**config.mk**
```make
export PLATFORM = sky130hd
export DESIGN_NAME = axi_burst_master_flat
export DESIGN_NICKNAME = d
export VERILOG_FILES = /design/src/rtl/axi_master_pkg.sv /design/src/rtl/axi_master_if.sv /design/src/rtl/axi_beat_cnt.sv /design/src/rtl/axi_burst_master.sv /design/src/flat_wrapper.sv
export SDC_FILE = /design/constraint.sdc
export NUM_CORES = 1
export LEC_CHECK = 0
export CAP_MARGIN = 20
export CORE_AREA = 5 5 114 116
export CTS_CLUSTER_SIZE = 8
export DETAILED_ROUTE_END_ITERATION = 10
export DIE_AREA = 0 0 119 121
export PLACE_DENSITY = 0.82
export REMOVE_ABC_BUFFERS = 1
export SYNTH_ARGS = -nofsm -noshare
export SYNTH_HDL_FRONTEND = slang
export SYNTH_SLANG_ARGS = --single-unit
export TNS_END_PERCENT = 1
```
**constraint.sdc**
```tcl
create_clock -name clk -period 3 [get_ports clk]
set_input_delay 0.75 -clock clk [delete_from_list [all_inputs] [get_ports clk]]
set_output_delay 0.75 -clock clk [all_outputs]
set_load 0.1 [all_outputs]
```
**src/rtl/axi_master_pkg.sv**
```systemverilog
// Shared types and AXI constants for the burst master.
// The resp-merge helper is used only when AXI_MASTER_RESP_CHECK_EN is defined.
package axi_master_pkg;

    typedef enum logic [2:0] {
        IDLE  = 3'd0,
        RADDR = 3'd1,
        RDATA = 3'd2,
        WADDR = 3'd3,
        WDATA = 3'd4,
        WRESP = 3'd5
    } state_e;

    localparam logic [1:0] AXI_RESP_OKAY   = 2'b00;
    localparam logic [1:0] AXI_RESP_EXOKAY = 2'b01;
    localparam logic [1:0] AXI_RESP_SLVERR = 2'b10;
    localparam logic [1:0] AXI_RESP_DECERR = 2'b11;

    localparam logic [2:0] SIZE_WORD  = 3'b010;
    localparam logic [1:0] BURST_INCR = 2'b01;

    // Worst response wins; the encodings are ordered by severity.
    function automatic logic [1:0] resp_merge(input logic [1:0] a, input logic [1:0] b);
        return (a > b) ? a : b;
    endfunction

endpackage

```
**src/rtl/axi_master_if.sv**
```systemverilog
// AXI4 channel interfaces (AR, R, AW, W, B) with Master/Slave modports.
`ifndef AXI_ADDR_BITS
`define AXI_ADDR_BITS 32
`endif
`ifndef AXI_DATA_BITS
`define AXI_DATA_BITS 32
`endif
`ifndef AXI_STRB_BITS
`define AXI_STRB_BITS 4
`endif
`ifndef AXI_ID_BITS
`define AXI_ID_BITS 4
`endif

interface inter_RA;
    logic [`AXI_ID_BITS-1:0]   ARID;
    logic [`AXI_ADDR_BITS-1:0] ARADDR;
    logic [7:0]                ARLEN;
    logic [2:0]                ARSIZE;
    logic [1:0]                ARBURST;
    logic                      ARVALID;
    logic                      ARREADY;
    modport Master (output ARID, ARADDR, ARLEN, ARSIZE, ARBURST, ARVALID, input ARREADY);
    modport Slave  (input ARID, ARADDR, ARLEN, ARSIZE, ARBURST, ARVALID, output ARREADY);
endinterface

interface inter_RD;
    logic [`AXI_DATA_BITS-1:0] RDATA;
    logic [1:0]                RRESP;
    logic                      RLAST;
    logic                      RVALID;
    logic                      RREADY;
    modport Master (input RDATA, RRESP, RLAST, RVALID, output RREADY);
    modport Slave  (output RDATA, RRESP, RLAST, RVALID, input RREADY);
endinterface

interface inter_WA;
    logic [`AXI_ID_BITS-1:0]   AWID;
    logic [`AXI_ADDR_BITS-1:0] AWADDR;
    logic [7:0]                AWLEN;
    logic [2:0]                AWSIZE;
    logic [1:0]                AWBURST;
    logic                      AWVALID;
    logic                      AWREADY;
    modport Master (output AWID, AWADDR, AWLEN, AWSIZE, AWBURST, AWVALID, input AWREADY);
    modport Slave  (input AWID, AWADDR, AWLEN, AWSIZE, AWBURST, AWVALID, output AWREADY);
endinterface

interface inter_WD;
    logic [`AXI_DATA_BITS-1:0] WDATA;
    logic [`AXI_STRB_BITS-1:0] WSTRB;
    logic                      WLAST;
    logic                      WVALID;
    logic                      WREADY;
    modport Master (output WDATA, WSTRB, WLAST, WVALID, input WREADY);
    modport Slave  (input WDATA, WSTRB, WLAST, WVALID, output WREADY);
endinterface

interface inter_WR;
    logic [1:0] BRESP;
    logic       BVALID;
    logic       BREADY;
    modport Master (input BRESP, BVALID, output BREADY);
    modport Slave  (output BRESP, BVALID, input BREADY);
endinterface

```
**src/rtl/axi_beat_cnt.sv**
```systemverilog
// Beat counter: cleared on request accept, counts handshakes, flags the final beat.
module axi_beat_cnt #(
    parameter int LW = 4
) (
    input  logic          clk,
    input  logic          rst,
    input  logic          clr_i,
    input  logic          inc_i,
    input  logic [LW-1:0] len_i,
    output logic          last_o
);

    logic [LW:0] cnt_q, cnt_d;

    // Next count: clear takes priority over increment.
    always_comb begin
        cnt_d = cnt_q;
        if (clr_i) begin
            cnt_d = '0;
        end else if (inc_i) begin
            cnt_d = cnt_q + {{LW{1'b0}}, 1'b1};
        end else begin
            cnt_d = cnt_q;
        end
    end

    // Count register.
    always_ff @(posedge clk or negedge rst) begin
        if (!rst) begin
            cnt_q <= '0;
        end else begin
            cnt_q <= cnt_d;
        end
    end

    assign last_o = (cnt_q == {1'b0, len_i});

endmodule

```
**src/rtl/axi_burst_master.sv**
```systemverilog
// AXI4 INCR burst master: one burst at a time, beat-level handshake on the client side.
// Define AXI_MASTER_RESP_CHECK_EN to report RRESP/BRESP and read beat-count errors on done_resp.
`ifndef AXI_ADDR_BITS
`define AXI_ADDR_BITS 32
`endif
`ifndef AXI_DATA_BITS
`define AXI_DATA_BITS 32
`endif
`ifndef AXI_STRB_BITS
`define AXI_STRB_BITS 4
`endif
`ifndef AXI_ID_BITS
`define AXI_ID_BITS 4
`endif

module axi_burst_master
    import axi_master_pkg::*;
#(
    parameter int MASTER_ID = 0,
    parameter int MAX_BEATS = 16,
    localparam int LW = (MAX_BEATS > 1) ? $clog2(MAX_BEATS) : 1
) (
    input  logic                      clk,
    input  logic                      rst,
    input  logic                      req_valid,
    output logic                      req_ready,
    input  logic                      req_write,
    input  logic [`AXI_ADDR_BITS-1:0] req_addr,
    input  logic [LW-1:0]             req_len,
    input  logic [`AXI_STRB_BITS-1:0] req_strb,
    input  logic                      wd_valid,
    output logic                      wd_ready,
    input  logic [`AXI_DATA_BITS-1:0] wd_data,
    output logic                      rd_valid,
    input  logic                      rd_ready,
    output logic [`AXI_DATA_BITS-1:0] rd_data,
    output logic                      rd_last,
    output logic                      done,
    output logic [1:0]                done_resp,
    inter_RA.Master                   M_AR,
    inter_RD.Master                   M_R,
    inter_WA.Master                   M_AW,
    inter_WD.Master                   M_W,
    inter_WR.Master                   M_B
);

    localparam int IDW = `AXI_ID_BITS;
    localparam logic [IDW-1:0] AXI_ID = IDW'(MASTER_ID);

    state_e                    state_q, state_d;
    logic [`AXI_ADDR_BITS-1:0] addr_q, addr_d;
    logic [LW-1:0]             len_q, len_d;
    logic [`AXI_STRB_BITS-1:0] strb_q, strb_d;
    logic                      done_q, done_d;
    logic [1:0]                done_resp_q, done_resp_d;
    logic                      cnt_clr_s, cnt_inc_s, cnt_last_s;
    logic                      req_ready_s, arvalid_s, awvalid_s, rready_s, wvalid_s, bready_s;
    logic                      wd_ready_s, rd_valid_s, rd_last_s, wlast_s;
    logic [`AXI_DATA_BITS-1:0] rd_data_s, wdata_s;
    logic [`AXI_STRB_BITS-1:0] wstrb_s;
`ifdef AXI_MASTER_RESP_CHECK_EN
    logic [1:0]                resp_acc_q, resp_acc_d, beat_resp_s;
    logic                      past_last_q, past_last_d;
`endif

    // Next-state, latch updates and all channel controls.
    always_comb begin
        state_d     = state_q;
        addr_d      = addr_q;
        len_d       = len_q;
        strb_d      = strb_q;
        done_d      = 1'b0;
        done_resp_d = done_resp_q;
        cnt_clr_s   = 1'b0;
        cnt_inc_s   = 1'b0;
        req_ready_s = 1'b0;
        arvalid_s   = 1'b0;
        awvalid_s   = 1'b0;
        rready_s    = 1'b0;
        wvalid_s    = 1'b0;
        bready_s    = 1'b0;
        wd_ready_s  = 1'b0;
        rd_valid_s  = 1'b0;
        rd_last_s   = 1'b0;
        wlast_s     = 1'b0;
        rd_data_s   = '0;
        wdata_s     = '0;
        wstrb_s     = '0;
`ifdef AXI_MASTER_RESP_CHECK_EN
        resp_acc_d  = resp_acc_q;
        past_last_d = past_last_q;
        beat_resp_s = AXI_RESP_OKAY;
`endif
        case (state_q)
            IDLE: begin
                req_ready_s = 1'b1;
                if (req_valid) begin
                    addr_d    = req_addr;
                    len_d     = req_len;
                    strb_d    = req_strb;
                    cnt_clr_s = 1'b1;
`ifdef AXI_MASTER_RESP_CHECK_EN
                    resp_acc_d  = AXI_RESP_OKAY;
                    past_last_d = 1'b0;
`endif
                    state_d = req_write ? WADDR : RADDR;
                end else begin
                    state_d = IDLE;
                end
            end
            RADDR: begin
                arvalid_s = 1'b1;
                if (M_AR.ARREADY) begin
                    state_d = RDATA;
                end else begin
                    state_d = RADDR;
                end
            end
            RDATA: begin
                rd_valid_s = M_R.RVALID;
                rready_s   = rd_ready;
                rd_data_s  = M_R.RDATA;
                rd_last_s  = M_R.RLAST;
                if (M_R.RVALID && rd_ready) begin
                    cnt_inc_s = 1'b1;
`ifdef AXI_MASTER_RESP_CHECK_EN
                    // Early RLAST or any beat after the expected last one is a slave error.
                    if (past_last_q || (M_R.RLAST && !cnt_last_s)) begin
                        beat_resp_s = resp_merge(M_R.RRESP, AXI_RESP_SLVERR);
                    end else begin
                        beat_resp_s = M_R.RRESP;
                    end
                    resp_acc_d  = resp_merge(resp_acc_q, beat_resp_s);
                    past_last_d = past_last_q | cnt_last_s;
`endif
                    if (M_R.RLAST) begin
                        state_d = IDLE;
                        done_d  = 1'b1;
`ifdef AXI_MASTER_RESP_CHECK_EN
                        done_resp_d = resp_acc_d;
`else
                        done_resp_d = AXI_RESP_OKAY;
`endif
                    end else begin
                        state_d = RDATA;
                    end
                end else begin
                    state_d = RDATA;
                end
            end
            WADDR: begin
                awvalid_s = 1'b1;
                if (M_AW.AWREADY) begin
                    state_d = WDATA;
                end else begin
                    state_d = WADDR;
                end
            end
            WDATA: begin
                wvalid_s   = wd_valid;
                wd_ready_s = M_W.WREADY;
                wdata_s    = wd_data;
                wstrb_s    = strb_q;
                wlast_s    = cnt_last_s;
                if (wd_valid && M_W.WREADY) begin
                    cnt_inc_s = 1'b1;
                    state_d   = cnt_last_s ? WRESP : WDATA;
                end else begin
                    state_d = WDATA;
                end
            end
            WRESP: begin
                bready_s = 1'b1;
                if (M_B.BVALID) begin
                    state_d = IDLE;
                    done_d  = 1'b1;
`ifdef AXI_MASTER_RESP_CHECK_EN
                    done_resp_d = resp_merge(resp_acc_q, M_B.BRESP);
`else
                    done_resp_d = AXI_RESP_OKAY;
`endif
                end else begin
                    state_d = WRESP;
                end
            end
            default: begin
                state_d = IDLE;
            end
        endcase
    end

    // State, request latches and completion status.
    always_ff @(posedge clk or negedge rst) begin
        if (!rst) begin
            state_q     <= IDLE;
            addr_q      <= '0;
            len_q       <= '0;
            strb_q      <= '0;
            done_q      <= 1'b0;
            done_resp_q <= AXI_RESP_OKAY;
        end else begin
            state_q     <= state_d;
            addr_q      <= addr_d;
            len_q       <= len_d;
            strb_q      <= strb_d;
            done_q      <= done_d;
            done_resp_q <= done_resp_d;
        end
    end

`ifdef AXI_MASTER_RESP_CHECK_EN
    // Running response accumulator for the burst in flight.
    always_ff @(posedge clk or negedge rst) begin
        if (!rst) begin
            resp_acc_q  <= AXI_RESP_OKAY;
            past_last_q <= 1'b0;
        end else begin
            resp_acc_q  <= resp_acc_d;
            past_last_q <= past_last_d;
        end
    end
`endif

    axi_beat_cnt #(.LW(LW)) u_beat_cnt (
        .clk    (clk),
        .rst    (rst),
        .clr_i  (cnt_clr_s),
        .inc_i  (cnt_inc_s),
        .len_i  (len_q),
        .last_o (cnt_last_s)
    );

    assign req_ready = req_ready_s;
    assign wd_ready  = wd_ready_s;
    assign rd_valid  = rd_valid_s;
    assign rd_data   = rd_data_s;
    assign rd_last   = rd_last_s;
    assign done      = done_q;
    assign done_resp = done_resp_q;

    // Address-channel fields read zero whenever their VALID is low.
    assign M_AR.ARVALID = arvalid_s;
    assign M_AR.ARID    = arvalid_s ? AXI_ID : '0;
    assign M_AR.ARADDR  = arvalid_s ? addr_q : '0;
    assign M_AR.ARLEN   = arvalid_s ? 8'(len_q) : 8'h00;
    assign M_AR.ARSIZE  = arvalid_s ? SIZE_WORD : 3'b000;
    assign M_AR.ARBURST = arvalid_s ? BURST_INCR : 2'b00;
    assign M_R.RREADY   = rready_s;

    assign M_AW.AWVALID = awvalid_s;
    assign M_AW.AWID    = awvalid_s ? AXI_ID : '0;
    assign M_AW.AWADDR  = awvalid_s ? addr_q : '0;
    assign M_AW.AWLEN   = awvalid_s ? 8'(len_q) : 8'h00;
    assign M_AW.AWSIZE  = awvalid_s ? SIZE_WORD : 3'b000;
    assign M_AW.AWBURST = awvalid_s ? BURST_INCR : 2'b00;

    assign M_W.WVALID = wvalid_s;
    assign M_W.WDATA  = wdata_s;
    assign M_W.WSTRB  = wstrb_s;
    assign M_W.WLAST  = wlast_s;
    assign M_B.BREADY = bready_s;

endmodule
```
**src/flat_wrapper.sv**
```systemverilog
// flat-port wrapper written by rule: the top's interface ports become plain ports
module axi_burst_master_flat import axi_master_pkg::*;
#(
    parameter int MASTER_ID = 0,
    parameter int MAX_BEATS = 16,
    localparam int LW = (MAX_BEATS > 1) ? $clog2(MAX_BEATS) : 1
)
  (clk, rst, req_valid, req_ready, req_write, req_addr, req_len, req_strb, wd_valid, wd_ready, wd_data, rd_valid, rd_ready, rd_data, rd_last, done, done_resp, M_AR_ARID, M_AR_ARADDR, M_AR_ARLEN, M_AR_ARSIZE, M_AR_ARBURST, M_AR_ARVALID, M_AR_ARREADY, M_R_RDATA, M_R_RRESP, M_R_RLAST, M_R_RVALID, M_R_RREADY, M_AW_AWID, M_AW_AWADDR, M_AW_AWLEN, M_AW_AWSIZE, M_AW_AWBURST, M_AW_AWVALID, M_AW_AWREADY, M_W_WDATA, M_W_WSTRB, M_W_WLAST, M_W_WVALID, M_W_WREADY, M_B_BRESP, M_B_BVALID, M_B_BREADY);
  inter_RA M_AR_i ();
  inter_RD M_R_i ();
  inter_WA M_AW_i ();
  inter_WD M_W_i ();
  inter_WR M_B_i ();
  input  logic clk;
  input  logic rst;
  input  logic req_valid;
  output logic req_ready;
  input  logic req_write;
  input  logic [`AXI_ADDR_BITS-1:0] req_addr;
  input  logic [LW-1:0] req_len;
  input  logic [`AXI_STRB_BITS-1:0] req_strb;
  input  logic wd_valid;
  output logic wd_ready;
  input  logic [`AXI_DATA_BITS-1:0] wd_data;
  output logic rd_valid;
  input  logic rd_ready;
  output logic [`AXI_DATA_BITS-1:0] rd_data;
  output logic rd_last;
  output logic done;
  output logic [1:0] done_resp;
  output wire logic [$bits(M_AR_i.ARID)-1:0] M_AR_ARID;
  output wire logic [$bits(M_AR_i.ARADDR)-1:0] M_AR_ARADDR;
  output wire logic [$bits(M_AR_i.ARLEN)-1:0] M_AR_ARLEN;
  output wire logic [$bits(M_AR_i.ARSIZE)-1:0] M_AR_ARSIZE;
  output wire logic [$bits(M_AR_i.ARBURST)-1:0] M_AR_ARBURST;
  output wire logic [$bits(M_AR_i.ARVALID)-1:0] M_AR_ARVALID;
  input wire logic [$bits(M_AR_i.ARREADY)-1:0] M_AR_ARREADY;
  input wire logic [$bits(M_R_i.RDATA)-1:0] M_R_RDATA;
  input wire logic [$bits(M_R_i.RRESP)-1:0] M_R_RRESP;
  input wire logic [$bits(M_R_i.RLAST)-1:0] M_R_RLAST;
  input wire logic [$bits(M_R_i.RVALID)-1:0] M_R_RVALID;
  output wire logic [$bits(M_R_i.RREADY)-1:0] M_R_RREADY;
  output wire logic [$bits(M_AW_i.AWID)-1:0] M_AW_AWID;
  output wire logic [$bits(M_AW_i.AWADDR)-1:0] M_AW_AWADDR;
  output wire logic [$bits(M_AW_i.AWLEN)-1:0] M_AW_AWLEN;
  output wire logic [$bits(M_AW_i.AWSIZE)-1:0] M_AW_AWSIZE;
  output wire logic [$bits(M_AW_i.AWBURST)-1:0] M_AW_AWBURST;
  output wire logic [$bits(M_AW_i.AWVALID)-1:0] M_AW_AWVALID;
  input wire logic [$bits(M_AW_i.AWREADY)-1:0] M_AW_AWREADY;
  output wire logic [$bits(M_W_i.WDATA)-1:0] M_W_WDATA;
  output wire logic [$bits(M_W_i.WSTRB)-1:0] M_W_WSTRB;
  output wire logic [$bits(M_W_i.WLAST)-1:0] M_W_WLAST;
  output wire logic [$bits(M_W_i.WVALID)-1:0] M_W_WVALID;
  input wire logic [$bits(M_W_i.WREADY)-1:0] M_W_WREADY;
  input wire logic [$bits(M_B_i.BRESP)-1:0] M_B_BRESP;
  input wire logic [$bits(M_B_i.BVALID)-1:0] M_B_BVALID;
  output wire logic [$bits(M_B_i.BREADY)-1:0] M_B_BREADY;
  assign M_AR_ARID = M_AR_i.ARID;
  assign M_AR_ARADDR = M_AR_i.ARADDR;
  assign M_AR_ARLEN = M_AR_i.ARLEN;
  assign M_AR_ARSIZE = M_AR_i.ARSIZE;
  assign M_AR_ARBURST = M_AR_i.ARBURST;
  assign M_AR_ARVALID = M_AR_i.ARVALID;
  assign M_AR_i.ARREADY = M_AR_ARREADY;
  assign M_R_i.RDATA = M_R_RDATA;
  assign M_R_i.RRESP = M_R_RRESP;
  assign M_R_i.RLAST = M_R_RLAST;
  assign M_R_i.RVALID = M_R_RVALID;
  assign M_R_RREADY = M_R_i.RREADY;
  assign M_AW_AWID = M_AW_i.AWID;
  assign M_AW_AWADDR = M_AW_i.AWADDR;
  assign M_AW_AWLEN = M_AW_i.AWLEN;
  assign M_AW_AWSIZE = M_AW_i.AWSIZE;
  assign M_AW_AWBURST = M_AW_i.AWBURST;
  assign M_AW_AWVALID = M_AW_i.AWVALID;
  assign M_AW_i.AWREADY = M_AW_AWREADY;
  assign M_W_WDATA = M_W_i.WDATA;
  assign M_W_WSTRB = M_W_i.WSTRB;
  assign M_W_WLAST = M_W_i.WLAST;
  assign M_W_WVALID = M_W_i.WVALID;
  assign M_W_i.WREADY = M_W_WREADY;
  assign M_B_i.BRESP = M_B_BRESP;
  assign M_B_i.BVALID = M_B_BVALID;
  assign M_B_BREADY = M_B_i.BREADY;
  axi_burst_master #(.MASTER_ID(MASTER_ID), .MAX_BEATS(MAX_BEATS)) u_core (.clk(clk), .rst(rst), .req_valid(req_valid), .req_ready(req_ready), .req_write(req_write), .req_addr(req_addr), .req_len(req_len), .req_strb(req_strb), .wd_valid(wd_valid), .wd_ready(wd_ready), .wd_data(wd_data), .rd_valid(rd_valid), .rd_ready(rd_ready), .rd_data(rd_data), .rd_last(rd_last), .done(done), .done_resp(done_resp), .M_AR(M_AR_i), .M_R(M_R_i), .M_AW(M_AW_i), .M_W(M_W_i), .M_B(M_B_i));
endmodule
```
* Word-level counts from Yosys, hierarchy flattened
Cells that the tools add are included.
** Cells by class
- Add/subtract/negate cells :: 1
- Equality and inequality tests :: 9
- Mux-type cells :: 46
- Reductions and logical operators :: 7
** Operator list (count)
- 32-bit two-way mux :: 4
- 1-bit two-way mux :: 20
- 2-bit two-way mux :: 9
- 3-bit one-hot mux with 6 select lines :: 1
- 3-bit two-way mux :: 4
- 4-bit two-way mux :: 3
- 5-bit two-way mux :: 2
- 3-bit by 2-bit equality test with 1-bit output (second input constant) :: 2
- 3-bit equality test (second input constant) :: 2
- 5-bit by 1-bit adder with 5-bit output (second input constant) :: 1
- 5-bit by 4-bit equality test with 1-bit output :: 1
- 2-bit inequality test (second input constant) :: 2
- 1-bit one-hot mux with 2 select lines :: 2
- 2-bit one-hot mux with 2 select lines :: 1
- 4-bit AND reduction :: 1
- 2-bit nonzero test :: 2
- 3-bit by 1-bit equality test with 1-bit output (second input constant) :: 1
- 3-bit zero test :: 1
- 1-bit logical AND :: 2
- 2-bit by 1-bit inequality test with 1-bit output (second input constant) :: 1
- 2-bit AND reduction :: 1
** Storage, ports and cells
- Bits in registers :: 51
- Output and inout bits :: 179
- Word-level logic and storage cells :: 70

* Longest topological paths before layout
Gate-level depths: netlist of run 1.
- Word-level depth :: 5
- Depth in mapped cells :: 7
- Gate-level depth less buffers :: 4

* Modules after synthesis
Synthesis of run 1 repeated with hierarchy kept, for this count alone.
** Unflattened totals
- Cell total of the unflattened synthesis :: 331
- Area, all modules :: 3303.2 um^2
** Modules (own cells, without submodules)
- axi_burst_master :: instances 1, cells an instance 306, area each 3040.4 um^2
- axi_beat_cnt :: instances 1, cells an instance 25, area each 262.8 um^2

* Worst setup path before layout of run 1
No wires, ideal clock.
- Path kind :: register to register
- Start :: register u_core.state_q[0]
- End :: register u_core.addr_q[10]
- Library setup time :: 0.125 ns
- Arrival :: 3.547 ns
- Path slack :: -0.672 ns
- Cell stages (with the launch flop) :: 7
- Buffers on the path :: 3
- Period minus slack after synthesis :: 3.672 ns
- Path through :: dfrtp_1 -> buf_6 -> nor3_1 -> and2_1 -> buf_4 -> buf_6 -> mux2_2
** Between the ends
- Longest elaborated chain between the ends :: 2
** RTL lines
- from (decl) :: RTL line axi_burst_master.sv:50 : state_e state_q, state_d;
- from (signal assigned) :: RTL line axi_burst_master.sv:202 : state_q <= state_d;
- 3-bit zero test :: RTL line axi_burst_master.sv:94 : case (state_q)
- 2-bit AND reduction (no line)
- to (signal assigned) :: RTL line axi_burst_master.sv:203 : addr_q <= addr_d;
- to (decl) :: RTL line axi_burst_master.sv:51 : logic [`AXI_ADDR_BITS-1:0] addr_q, addr_d;
No other way between the ends.
A chain may end at the register's enable or synchronous reset.

* Final worst setup path of run 1
- Start :: register u_core.state_q[0]
- End :: output M_W_WDATA[31]
** Between the ends
- Longest elaborated chain between the ends :: 2
** RTL lines
- 3-bit equality test :: RTL line axi_burst_master.sv:94
- 32-bit two-way mux :: RTL line axi_burst_master.sv:94
- to (decl) :: RTL line flat_wrapper.sv:50 : output wire logic [$bits(M_W_i.WDATA)-1:0] M_W_WDATA;
No other way between the ends.

==> results of run 1 <==
[worst max-delay path, delay by kind of cell, from the launching register on]
kind	cells	cell delay (ns)
buffers and inverters	2	0.46
flip-flops	1	0.52
AND/OR/NAND/NOR	2	0.70
[cell usage after synthesis (all sizes together)]
master / count / area [um^2]
and3: 1 / 6.260
nand3: 2 / 10.01
xnor2: 2 / 17.52
buf: 36 / 289.0
nand2b: 5 / 31.28
a221o: 1 / 10.01
o21ai: 2 / 10.01
nor3b: 2 / 37.54
xor2: 3 / 26.28
nand2: 2 / 7.510
a32o: 1 / 10.01
a21oi: 1 / 5.000
nor3: 2 / 10.01
inv: 5 / 18.77
o32ai: 1 / 8.760
and2: 147 / 919.6
nand4: 1 / 6.260
ha: 1 / 12.51
a22oi: 1 / 7.510
a211oi: 2 / 15.01
a31o: 2 / 17.52
o22ai: 1 / 6.260
nor2: 8 / 30.03
dfrtp: 49 / 1226
conb: 1 / 3.750
a21o: 1 / 7.510
clkbuf: 14 / 52.55
mux2i: 3 / 30.03
mux2: 40 / 450.4
[power by group through the flow]
stage	Clock [mW]	Sequential, mW	Combinational (mW)
after floorplan	0	1.16	4.78
after global placement	0	1.20	7.61
after detailed placement	0	1.24	7.70
after CTS	0.745	1.23	7.72
after global routing	0.770	1.28	7.87
final	0.716	1.24	7.65
[per-layer routing]
| metal | global-route usage (%) | vias up | routed length (um) |
|---|---|---|---|
| met3 | 9.371 | 20 | 1630 |
| met4 | 5.358 | 0 | 334 |
| li1 | - | 1537 | - |
| met2 | 35.32 | 195 | 7481 |
| met5 | 0 | - | 0 |
| met1 | 20.43 | 1562 | 5006 |
[sequential cells by signal, summed over array words and instances (netlist names)]
register / count
u_core.strb_q: 4
u_core.len_q: 4
u_core.addr_q: 32
u_core.state_q: 3
u_core.u_beat_cnt.cnt_q: 5
u_core.done: 1
[cell families after synthesis]
group                      after synthesis
AOI/OAI and AO/OA                       13
adders and majority gates                1
other                                    1
xor gates and xnor gates                 5
muxes                                   43
and+or+nand+nor                        170
DFF                                     49
buffers and inverters                   55
[area by class of cell]
| cell class | instances | area share, % |
|---|---|---|
| clock buffers | 5 | 1.622 |
| clock inverters | 3 | 0.8436 |
| inverters | 5 | 0.2433 |
| multi-input cells | 256 | 23.20 |
| flip-flops and latches | 49 | 15.90 |
| well taps | 147 | 2.385 |
| repair buffers | 279 | 55.81 |
[per-stage QoR]
stage / hold WS [ns] / power, mW / util, %
final: 0.4529 / 9.600 / 65.30
after global routing: 0.4755 / 9.925 / 65.30
after CTS: 0.4468 / 9.695 / 65.30
after detailed placement: 0.4968 / 8.946 / 63.69
after global placement: 0.4817 / 8.815 / 63.69
after floorplan: 0.4544 / 5.946 / -
[placed cells by master (no fill, tap or decap), types with 2 or more instances in the layout]
| master | n |
|---|---|
| nand2b_1 | 5 |
| clkdlybuf4s50_1 | 114 |
| nor3_1 | 2 |
| bufinv_16 | 2 |
| xor2_1 | 3 |
| nand2_1 | 2 |
| mux2_2 | 40 |
| nor2_2 | 2 |
| clkbuf_16 | 5 |
| nor2_1 | 6 |
| conb_1 | 24 |
| buf_4 | 10 |
| a211oi_1 | 2 |
| o21ai_0 | 2 |
| inv_1 | 5 |
| mux2i_1 | 3 |
| dfrtp_1 | 49 |
| nand3_1 | 2 |
| nor3b_4 | 2 |
| and2_1 | 146 |
| xnor2_1 | 2 |
| buf_12 | 154 |
[worst min-delay path by stage]
stage	to	slack (ns)	start
after floorplan	u_core.addr_q[0]	0.45	rst
after global placement	u_core.strb_q[0]	0.48	u_core.strb_q[0]
after detailed placement	u_core.strb_q[0]	0.50	u_core.strb_q[0]
after CTS	u_core.addr_q[6]	0.45	rst
after global routing	u_core.addr_q[17]	0.48	rst
final	u_core.addr_q[6]	0.45	rst
==> qor.csv, run 1 <==
stage;metric;value;unit
run_status;status;finished, final reports clean;
cells_and_area;fin cells;744;
floorplanning;Initial Util;27.80;%
clock_network;CTS Buf Count;5;
pwr;VDD IR max;846.2;uV
synth;Synthesis Warnings;0;
clock_network;clock-pin slew on the worst setup and hold paths;0.07;ns
run;Max Cap Viol;0;
route;Vias/cell;4.454;
setup_path;Startpoint Class;register;
cells_and_area;Ant. Diodes;0;
route;DRT iter0 DRCs;92;
sta;Worst Slack Setup Final;0.2693;ns
pwr;power share of the combinational group;79.7;%
setup_path;worst setup path end;M_W_WDATA[31];
sta;RSZ-0062 raised after global routing;false;
synth;Post-Synth XOR/XNOR Area;1.334;%
clock_network;Post-CTS Setup Inserts;0;
placement;hpwl dp;12310;um
cells_and_area;Filler cells;859;
setup_path;crit path kind;register to primary output;
sta;min cycle time layout;2.731;ns
setup_path;flop2flop setup slack;1.06;ns
synth;complex-gate fraction of the synthesized area;2.973;%
global_route;largest net degree at the start of global routing;41;
route;detailed-route via count;3314;
synth;Synth Area in Adders;0.3811;%
pwr;Net Sw Frac;57.24;%
global_route;total congestion overflow;0;
setup_path;Worst path slowest cell;dfrtp_1;
sta;final slew viol count;0;
pwr;Flop pwr share;12.9;%
route;Routed wire per std cell;19.43;um
global_route;global-route usage over all layers;19.64;%
route;router iterations before antenna repair;4;
floorplanning;core region area;11810;um^2
sta;final setup TNS;0;ns
synth;mux contribution to synthesized area;14.63;%
pwr;Power Internal;4.105;mW
clock_network;CTS sink count;49;
placement;dpl cell area;7522;um^2
pwr;PwrDens;1245;nW/um^2
setup_path;RR Endpoint;u_core.u_beat_cnt.cnt_q[2];
setup_path;CP Launch Point;u_core.state_q[0];
clock_network;worst skew pair latency;0.29;ns
placement;Placement Setup Slack;0.5354;ns
floorplanning;Die Y;121;um
setup_path;Worst R2R Start;u_core.state_q[1];
sta;Tcrit/Tclk final;91.02;%
cells_and_area;layout cell share with drive strength beyond 1;36.68;%
clock_network;Resized cells post-CTS;0;
pwr;Clk pwr share;7.5;%
route;WL final;14450;um
synth;sequential share of the synthesized area;37.35;%
cells_and_area;final instance area;7712;um^2
clock_network;Longest Clk Path Bufs;2;
cells_and_area;FF/Latch Area;1226;um^2
clock_network;TritonCTS clock tree;built;
placement;port bufs;270;
synth;Unique masters post-synth;31;
clock_network;H-tree Lvls;2;
sta;Final Hold Fails;0;
setup_path;CP required;2.25;ns
global_route;vias in the first global route;3761;
synth;post-synthesis simple-gate area fraction;32.24;%
route;DRC;0;
global_route;first-pass GRT wire length;22090;um
synth;Seq cells post-synth;49;
clock_network;hold buffers post-CTS;0;
setup_path;crit path cell chain;nor3b_4 > buf_4 > and2_1 > buf_12;
setup_path;peak per-stage delay on the critical path;0.52;ns
global_route;antenna violations before repair;0;
synth;Synth Area per Inst;9.742;um^2
sta;final setup fails;0;
floorplanning;Rows;40;
cells_and_area;area of the multi-input gates;1789;um^2
sta;Final Skew;0.005143;ns
hold_path;min-delay worst type;input port to asynchronous set/reset pin;
clock_network;CTS root buf;clkbuf_16;
floorplanning;Ports;299;
synth;main combinational cell family by area after synthesis;simple AND/OR/NAND/NOR gates;
synth;Synth Instances;337;
placement;dpl cells;736;
floorplanning;chip width;119;um
placement;Placer Congestion;0.8815;
setup_path;R2R depth;5;
sta;Max Clk Rate;366.2;MHz
pwr;Pleak;3.259;nW
synth;Post-Synthesis Cell Area;3283;um^2
setup_path;worst-path maximum fanout;16;
setup_path;CP Capture Type;primary output;
cells_and_area;Area Overhead vs Synth;134.9;%
floorplanning;area of the die;14400;um^2
pwr;net load switching power;5.495;mW
route;post-route ant nets;0;
setup_path;CP arrival;1.98;ns
cells_and_area;# nets final;717;
Power figures use the tool's default switching activity.
==> inputs of run 2 (changes only) <==
--- a/config.mk
+++ b/config.mk
@@ -14,5 +14,6 @@
 export REMOVE_ABC_BUFFERS = 1
 export SYNTH_ARGS = -nofsm -noshare
 export SYNTH_HDL_FRONTEND = slang
+export SYNTH_HIERARCHICAL = 1
 export SYNTH_SLANG_ARGS = --single-unit
 export TNS_END_PERCENT = 1
==> run 2 against run 1 <==
Sequential power is essentially flat. Count of clock-buffer cells in the layout grew 1. Combinational power is essentially flat. Via count grew 0.54%. Cell count shrank 0.54%. Clock power shrank 19%. Register-to-register slack lost 0.24 ns. Total power shrank 0.96%. Synthesized cell count shrank 1.8%. Routed wire length shrank 1.9%. Utilization is essentially flat.
==> qor.csv, run 2 <==
stage;metric;value;unit;change
run_status;status;finished, final reports clean;;
synth;synth cell count leaders;132 x and2_1, 49 x dfrtp_1, 35 x mux2_2;;
synth;most common cell in the synthesized netlist;and2_1;;
cells_and_area;max FFs per register;32;;unchanged
clock_network;worst skew pair latency;0.29;ns;about the same
setup_path;CP required;2.25;ns;about the same
placement;Placer Congestion;0.8605;;-2.4%
setup_path;Startpoint Class;register;;
cells_and_area;biggest regs;u_core/addr_q: 32 flops, u_core/u_beat_cnt/cnt_q: 5 flops;;
sta;Tcrit/Tclk final;94.53;%;+3.5 points
synth;Synth top area share;37.12;%;-0.23 points
clock_network;TritonCTS clock tree;built;;
synth;Synth Flop Type;dfrtp_1;;
floorplanning;Die Y;121;um;unchanged
cells_and_area;Area Overhead vs Synth;133.3;%;
global_route;first-pass GRT wire length;21500;um;-2.7%
floorplanning;core region area;11810;um^2;unchanged
synth;ranking of synthesized cells by area;dfrtp_1 37%, and2_1 25%, mux2_2 12%;;
pwr;PwrDens;1234;nW/um^2;-0.90%
route;detailed-route via count;3332;;+0.54%
route;router iterations before antenna repair;4;;unchanged
setup_path;CP arrival;2.09;ns;+0.11 ns
synth;leading area contributor after synthesis;dfrtp_1;;
synth;Seq cells post-synth;49;;unchanged
setup_path;worst-path maximum fanout;31;;+15
sta;final slew viol count;0;;unchanged
floorplanning;area of the die;14400;um^2;unchanged
route;DRC;0;;unchanged
synth;Post-Synthesis Cell Area;3303;um^2;+0.61%
global_route;total congestion overflow;0;;unchanged
cells_and_area;Most flops, register;u_core/addr_q;;
clock_network;CTS sink count;49;;unchanged
clock_network;Longest Clk Path Bufs;2;;unchanged
sta;final setup TNS;0;ns;unchanged
synth;Post-synth EDFFs;0;;unchanged
global_route;largest net degree at the start of global routing;50;;+22%
sta;Final Hold Fails;0;;unchanged
synth;Synth Instances;331;;-1.8%
cells_and_area;# nets final;709;;-1.1%
route;Routed wire per std cell;19.17;um;-1.3%
route;WL final;14180;um;-1.9%
clock_network;Post-CTS Setup Inserts;0;;unchanged
run;Max Cap Viol;0;;unchanged
sta;RSZ-0062 raised after global routing;false;;
setup_path;Worst path slowest cell;dfrtp_1;;
cells_and_area;most frequent cells in the layout;155 x buf_12, 132 x and2_1, 114 x clkdlybuf4s50_1;;
floorplanning;Rows;40;;unchanged
placement;dpl cell area;7545;um^2;+0.30%
setup_path;crit path cell chain;inv_1 > nor3b_4 > buf_4 > and2_1 > buf_12;;
clock_network;clock-pin slew on the worst setup and hold paths;0.07;ns;about the same
placement;hpwl dp;12090;um;-1.8%
placement;dpl cells;728;;-1.1%
sta;min cycle time layout;2.836;ns;+0.1052 ns
route;DRT iter0 DRCs;116;;+26%
cells_and_area;fin cells;740;;-0.54%
pwr;VDD IR max;890.6;uV;+5.3%
route;post-route ant nets;0;;unchanged
synth;sequential share of the synthesized area;37.12;%;-0.23 points
floorplanning;Initial Util;27.97;%;+0.17 points
pwr;Pleak;3.237;nW;-0.67%
synth;Synthesis Warnings;6;;+6
sta;Max Clk Rate;352.6;MHz;-3.7%
global_route;vias in the first global route;3582;;-4.8%
synth;asr flop ratio synth;100.0;%;unchanged
global_route;global-route usage over all layers;19.13;%;-0.51 points
clock_network;CTS root buf;clkbuf_16;;
hold_path;min-delay worst type;input port to asynchronous set/reset pin;;
global_route;antenna violations before repair;4;;+4
sta;Final Skew;0.004529;ns;-0.0006142 ns
floorplanning;Ports;299;;unchanged
synth;Synth Area per Inst;9.979;um^2;+2.4%
route;Vias/cell;4.503;;+1.1%
setup_path;crit path kind;register to primary output;;
clock_network;CTS Buf Count;5;;unchanged
cells_and_area;commonest non-fill, non-tap cell in the layout;buf_12;;
clock_network;Resized cells post-CTS;0;;unchanged
clock_network;hold buffers post-CTS;0;;unchanged
placement;port bufs;270;;unchanged
cells_and_area;layout cell share with drive strength beyond 1;38.54;%;+1.9 points
setup_path;peak per-stage delay on the critical path;0.57;ns;+0.05 ns
synth;Unique masters post-synth;33;;+6.5%
clock_network;H-tree Lvls;2;;unchanged
sta;final setup fails;0;;unchanged
cells_and_area;final instance area;7707;um^2;about the same
floorplanning;chip width;119;um;unchanged
setup_path;CP Capture Type;primary output;;
run 2: changes by cell type in the layout (fill, tap and decap cells not counted), sizes merged, moves of 3 or more:
cell | previous run | this run
diode | 0 | 4
inv | 5 | 1
nand2b | 5 | 0
nor2 | 8 | 5
nor3b | 2 | 5
run 2: area by class of cell:
cell class | count | area [um^2]
timing repair buffer | 278 | 4309
inverter | 1 | 3.754
clock buffer | 6 | 138.9
tap | 147 | 183.9
antenna | 4 | 10.01
fill | 868 | 4104
multi-input combinational | 253 | 1822
clock inverter | 2 | 13.76
sequential | 49 | 1226
run 2: worst paths after layout:
| check | from | to | slack [ns] | cells after the start |
|---|---|---|---|---|
| max in group asynchronous | rst | u_core/state_q[0] | 2.30 | 2 |
| hold / removal | rst | u_core/addr_q[20] | 0.45 | 2 |
| setup reg to reg | u_core/state_q[2] | u_core/u_beat_cnt/cnt_q[3] | 0.82 | 6 |
| min in group clk | u_core/addr_q[20] | u_core/addr_q[20] | 0.50 | 1 |
| setup / recovery | u_core/state_q[1] | M_AW_AWADDR[9] | 0.16 | 5 |
| hold reg to reg | u_core/addr_q[20] | u_core/addr_q[20] | 0.50 | 1 |
run 2: metrics by stage:
stage               util, %  hold slack (ns)  setup WS, ns  total power [mW]
floorplan                 -           0.4544        -7.323             5.607
global placement      63.88           0.4761        0.5182             8.870
detailed placement    63.88           0.4901        0.4838             8.996
CTS                   65.17           0.4631        0.1459             9.601
global route          65.25           0.4753       0.02316             9.821
finish                65.25           0.4486        0.1641             9.508
run 2: critical path: cells and delay by family, from the launching register on:
kind / cells / cell delay, ns
simple gates: 2 / 0.47
flops: 1 / 0.57
buf+inv: 3 / 0.73
run 2: cells by family after synthesis:
group | Yosys count | synth area share, %
simple gates | 170 | 33.14
buf+inv | 52 | 10.83
flops | 49 | 37.12
mux | 42 | 14.24
compound gates | 8 | 2.046
xor+xnor | 8 | 2.121
fa+ha+maj | 1 | 0.3787
other cells | 1 | 0.1135
run 2: where the power goes:
group	internal [mW]	switching [mW]
logic	2.68	4.99
clock network	0.332	0.250
registers	0.976	0.287
run 2: routing by layer:
layer	vias up	share of wire [%]	wire (um)	GRT usage (%)
li1	1523	-	-	-
met1	1606	33	4730	18.79
met2	188	55	7797	35.85
met3	15	9.7	1380	8.019
met4	0	2.0	277	6.734
met5	-	0	0	0
==> inputs of run 3 (changes only) <==
--- a/config.mk
+++ b/config.mk
@@ -6,14 +6,13 @@
 export NUM_CORES = 1
 export LEC_CHECK = 0
 export CAP_MARGIN = 20
-export CORE_AREA = 5 5 114 116
+export CORE_AREA = 2 2 117 119
 export CTS_CLUSTER_SIZE = 8
 export DETAILED_ROUTE_END_ITERATION = 10
 export DIE_AREA = 0 0 119 121
-export PLACE_DENSITY = 0.82
+export PLACE_DENSITY = 0.76
 export REMOVE_ABC_BUFFERS = 1
 export SYNTH_ARGS = -nofsm -noshare
 export SYNTH_HDL_FRONTEND = slang
-export SYNTH_HIERARCHICAL = 1
 export SYNTH_SLANG_ARGS = --single-unit
 export TNS_END_PERCENT = 1
==> run 3 against run 2 <==
Hold slack better by 0.0016 ns. Cell count rose by 4.2%. Flip-flop and latch count is the same. Clock power rose by 26%. First-iteration DRC count is 25% higher. Critical endpoint is now M_AW_AWLEN[0].
==> qor.csv, run 3 (same netlist as run 1, synthesis figures left out) <==
stage;metric;value;unit;change
run_status;status;finished, final reports clean;;
setup_path;crit path cell chain;inv_1 > nor2_2 > buf_4 > and2_1 > buf_12;;
placement;dpl cell area;7518;um^2;-0.35%
clock_network;H-tree Lvls;2;;unchanged
global_route;first-pass GRT wire length;20650;um;-3.9%
setup_path;Worst path slowest cell;dfrtp_1;;
sta;Final Hold Fails;0;;unchanged
setup_path;CP Capture Type;primary output;;
route;Vias/cell;4.337;;-3.7%
floorplanning;core region area;13090;um^2;+11%
cells_and_area;fin cells;771;;+4.2%
setup_path;Top Family by Delay on Critical Path;buffers and inverters;;
route;router iterations before antenna repair;4;;unchanged
route;WL final;13520;um;-4.7%
setup_path;worst-path maximum fanout;40;;+29%
floorplanning;chip width;119;um;unchanged
sta;final setup TNS;0;ns;unchanged
global_route;global-route usage over all layers;18.35;%;-0.78 points
route;post-route ant nets;0;;unchanged
cells_and_area;Final Core Density;58.94;%;-6.3 points
setup_path;CP required;2.25;ns;about the same
cells_and_area;# nets final;715;;+0.85%
setup_path;peak per-stage delay on the critical path;0.59;ns;+0.02 ns
global_route;vias in the first global route;3613;;+0.87%
cells_and_area;layout cell share with drive strength beyond 1;36.47;%;-2.1 points
route;DRT iter0 DRCs;145;;+25%
clock_network;CTS sink count;49;;unchanged
sta;Final Skew;0.006565;ns;+0.002037 ns
run;Max Cap Viol;0;;unchanged
floorplanning;Rows;42;;+5.0%
global_route;largest net degree at the start of global routing;41;;-18%
sta;RSZ-0062 raised after global routing;false;;
placement;port bufs;270;;unchanged
sta;Tcrit/Tclk final;93.23;%;-1.3 points
clock_network;clock-pin slew on the worst setup and hold paths;0.07;ns;about the same
cells_and_area;most frequent cells in the layout;152 x buf_12, 146 x and2_1, 114 x clkdlybuf4s50_1;;
clock_network;Resized cells post-CTS;0;;unchanged
setup_path;CP arrival;2.05;ns;-0.04 ns
clock_network;CTS root buf;clkbuf_16;;
sta;Max Clk Rate;357.6;MHz;+1.4%
route;detailed-route via count;3344;;+0.36%
cells_and_area;final instance area;7712;um^2;about the same
cells_and_area;Most flops, register;u_core.addr_q;;
placement;Placement Setup Slack;0.5374;ns;+0.05358 ns
placement;dpl cells;763;;+4.8%
cells_and_area;Area Overhead vs Synth;134.9;%;
setup_path;R2R depth;5;;-1
clock_network;Post-CTS Setup Inserts;0;;unchanged
sta;final setup fails;0;;unchanged
sta;Min Hold Slack;0.4502;ns;+0.001617 ns
cells_and_area;max FFs per register;32;;unchanged
pwr;VDD IR max;834.6;uV;-6.3%
floorplanning;area of the die;14400;um^2;unchanged
clock_network;TritonCTS clock tree;built;;
sta;min cycle time layout;2.797;ns;-0.03915 ns
clock_network;worst skew pair latency;0.29;ns;about the same
sta;final slew viol count;0;;unchanged
floorplanning;Ports;299;;unchanged
clock_network;CTS Buf Count;5;;unchanged
cells_and_area;biggest regs;u_core.addr_q: 32 flops, u_core.u_beat_cnt.cnt_q: 5 flops;;
floorplanning;Initial Util;25.09;%;-2.9 points
clock_network;Longest Clk Path Bufs;2;;unchanged
route;Routed wire per std cell;17.54;um;-8.5%
setup_path;Crit path depth;5;;unchanged
sta;Worst-Margin Slew;0.5878;ns;
route;DRC;0;;unchanged
global_route;total congestion overflow;0;;unchanged
setup_path;CP Buf/Inv Count;3;;unchanged
setup_path;crit path kind;register to primary output;;
placement;Placer Congestion;0.9365;;+8.8%
floorplanning;Die Y;121;um;unchanged
sta;Rel. slew slack;60.81;%;
cells_and_area;Ant. Diodes;0;;-4
setup_path;Startpoint Class;register;;
pwr;Pleak;3.243;nW;+0.18%
sta;Worst Slack Setup Final;0.2032;ns;+0.03915 ns
cells_and_area;commonest non-fill, non-tap cell in the layout;buf_12;;
pwr;PwrDens;1240;nW/um^2;+0.53%
global_route;antenna violations before repair;0;;-4
clock_network;hold buffers post-CTS;0;;unchanged
pwr;Total Power;9.565;mW;+0.59%
hold_path;min-delay worst type;input port to asynchronous set/reset pin;;
placement;hpwl dp;11240;um;-7.1%
## run 3: cell types whose count changed in the layout (fill, tap and decap cells not counted), sizes merged, moves of 2 or more
cell,previous run,this run
inv,1,6
nor2,5,8
nand4,3,1
clkinv,2,0
nand2b,0,5
a31o,0,2
nor3b,5,2
xnor2,4,2
a211oi,0,2
diode,4,0
bufinv,0,2
## run 3: path summary, 6_finish.rpt
| check | from | endpoint | slack, ns |
|---|---|---|---|
| worst max register to register | u_core.state_q[1] | u_core.u_beat_cnt.cnt_q[2] | 1.02 |
| worst min register to register | u_core.strb_q[2] | u_core.strb_q[2] | 0.51 |
| worst min-delay path | rst | u_core.addr_q[8] | 0.45 |
| max in group asynchronous | rst | u_core.addr_q[7] | 1.77 |
| worst max-delay path | u_core.state_q[0] | M_AW_AWLEN[0] | 0.20 |
| min in group clk | u_core.strb_q[2] | u_core.strb_q[2] | 0.51 |
## run 3: layout make-up
type | instances | area (um^2)
Timing Repair Buffer | 277 | 4264
Inverter | 5 | 18.77
Fill cell | 1005 | 5373
Clock buffer | 5 | 125.1
Clock inverter | 3 | 68.82
Sequential cell | 49 | 1226
Tap cell | 176 | 220.2
Multi-Input combinational cell | 256 | 1789
## run 3: worst register-to-register path: cells and delay by family, from the launching register on
| family | cells | cell delay, ns |
|---|---|---|
| AOI/OAI and AO/OA | 3 | 0.75 |
| DFF | 1 | 0.55 |
| buffers and inverters | 1 | 0.31 |
| and+or+nand+nor | 1 | 0.28 |
## run 3: power by group
part           switching, mW  internal (mW)
sequential             0.269          0.974
clock                  0.255          0.481
combinational           4.96           2.63
total                   5.48           4.08
## run 3: per-layer routing
layer,up-vias,global-route usage (%),wire (um)
met5,-,0,0
met4,0,4.390,190
met3,9,6.062,1146
met2,180,34.09,7367
met1,1618,20.12,4818
li1,1537,-,-
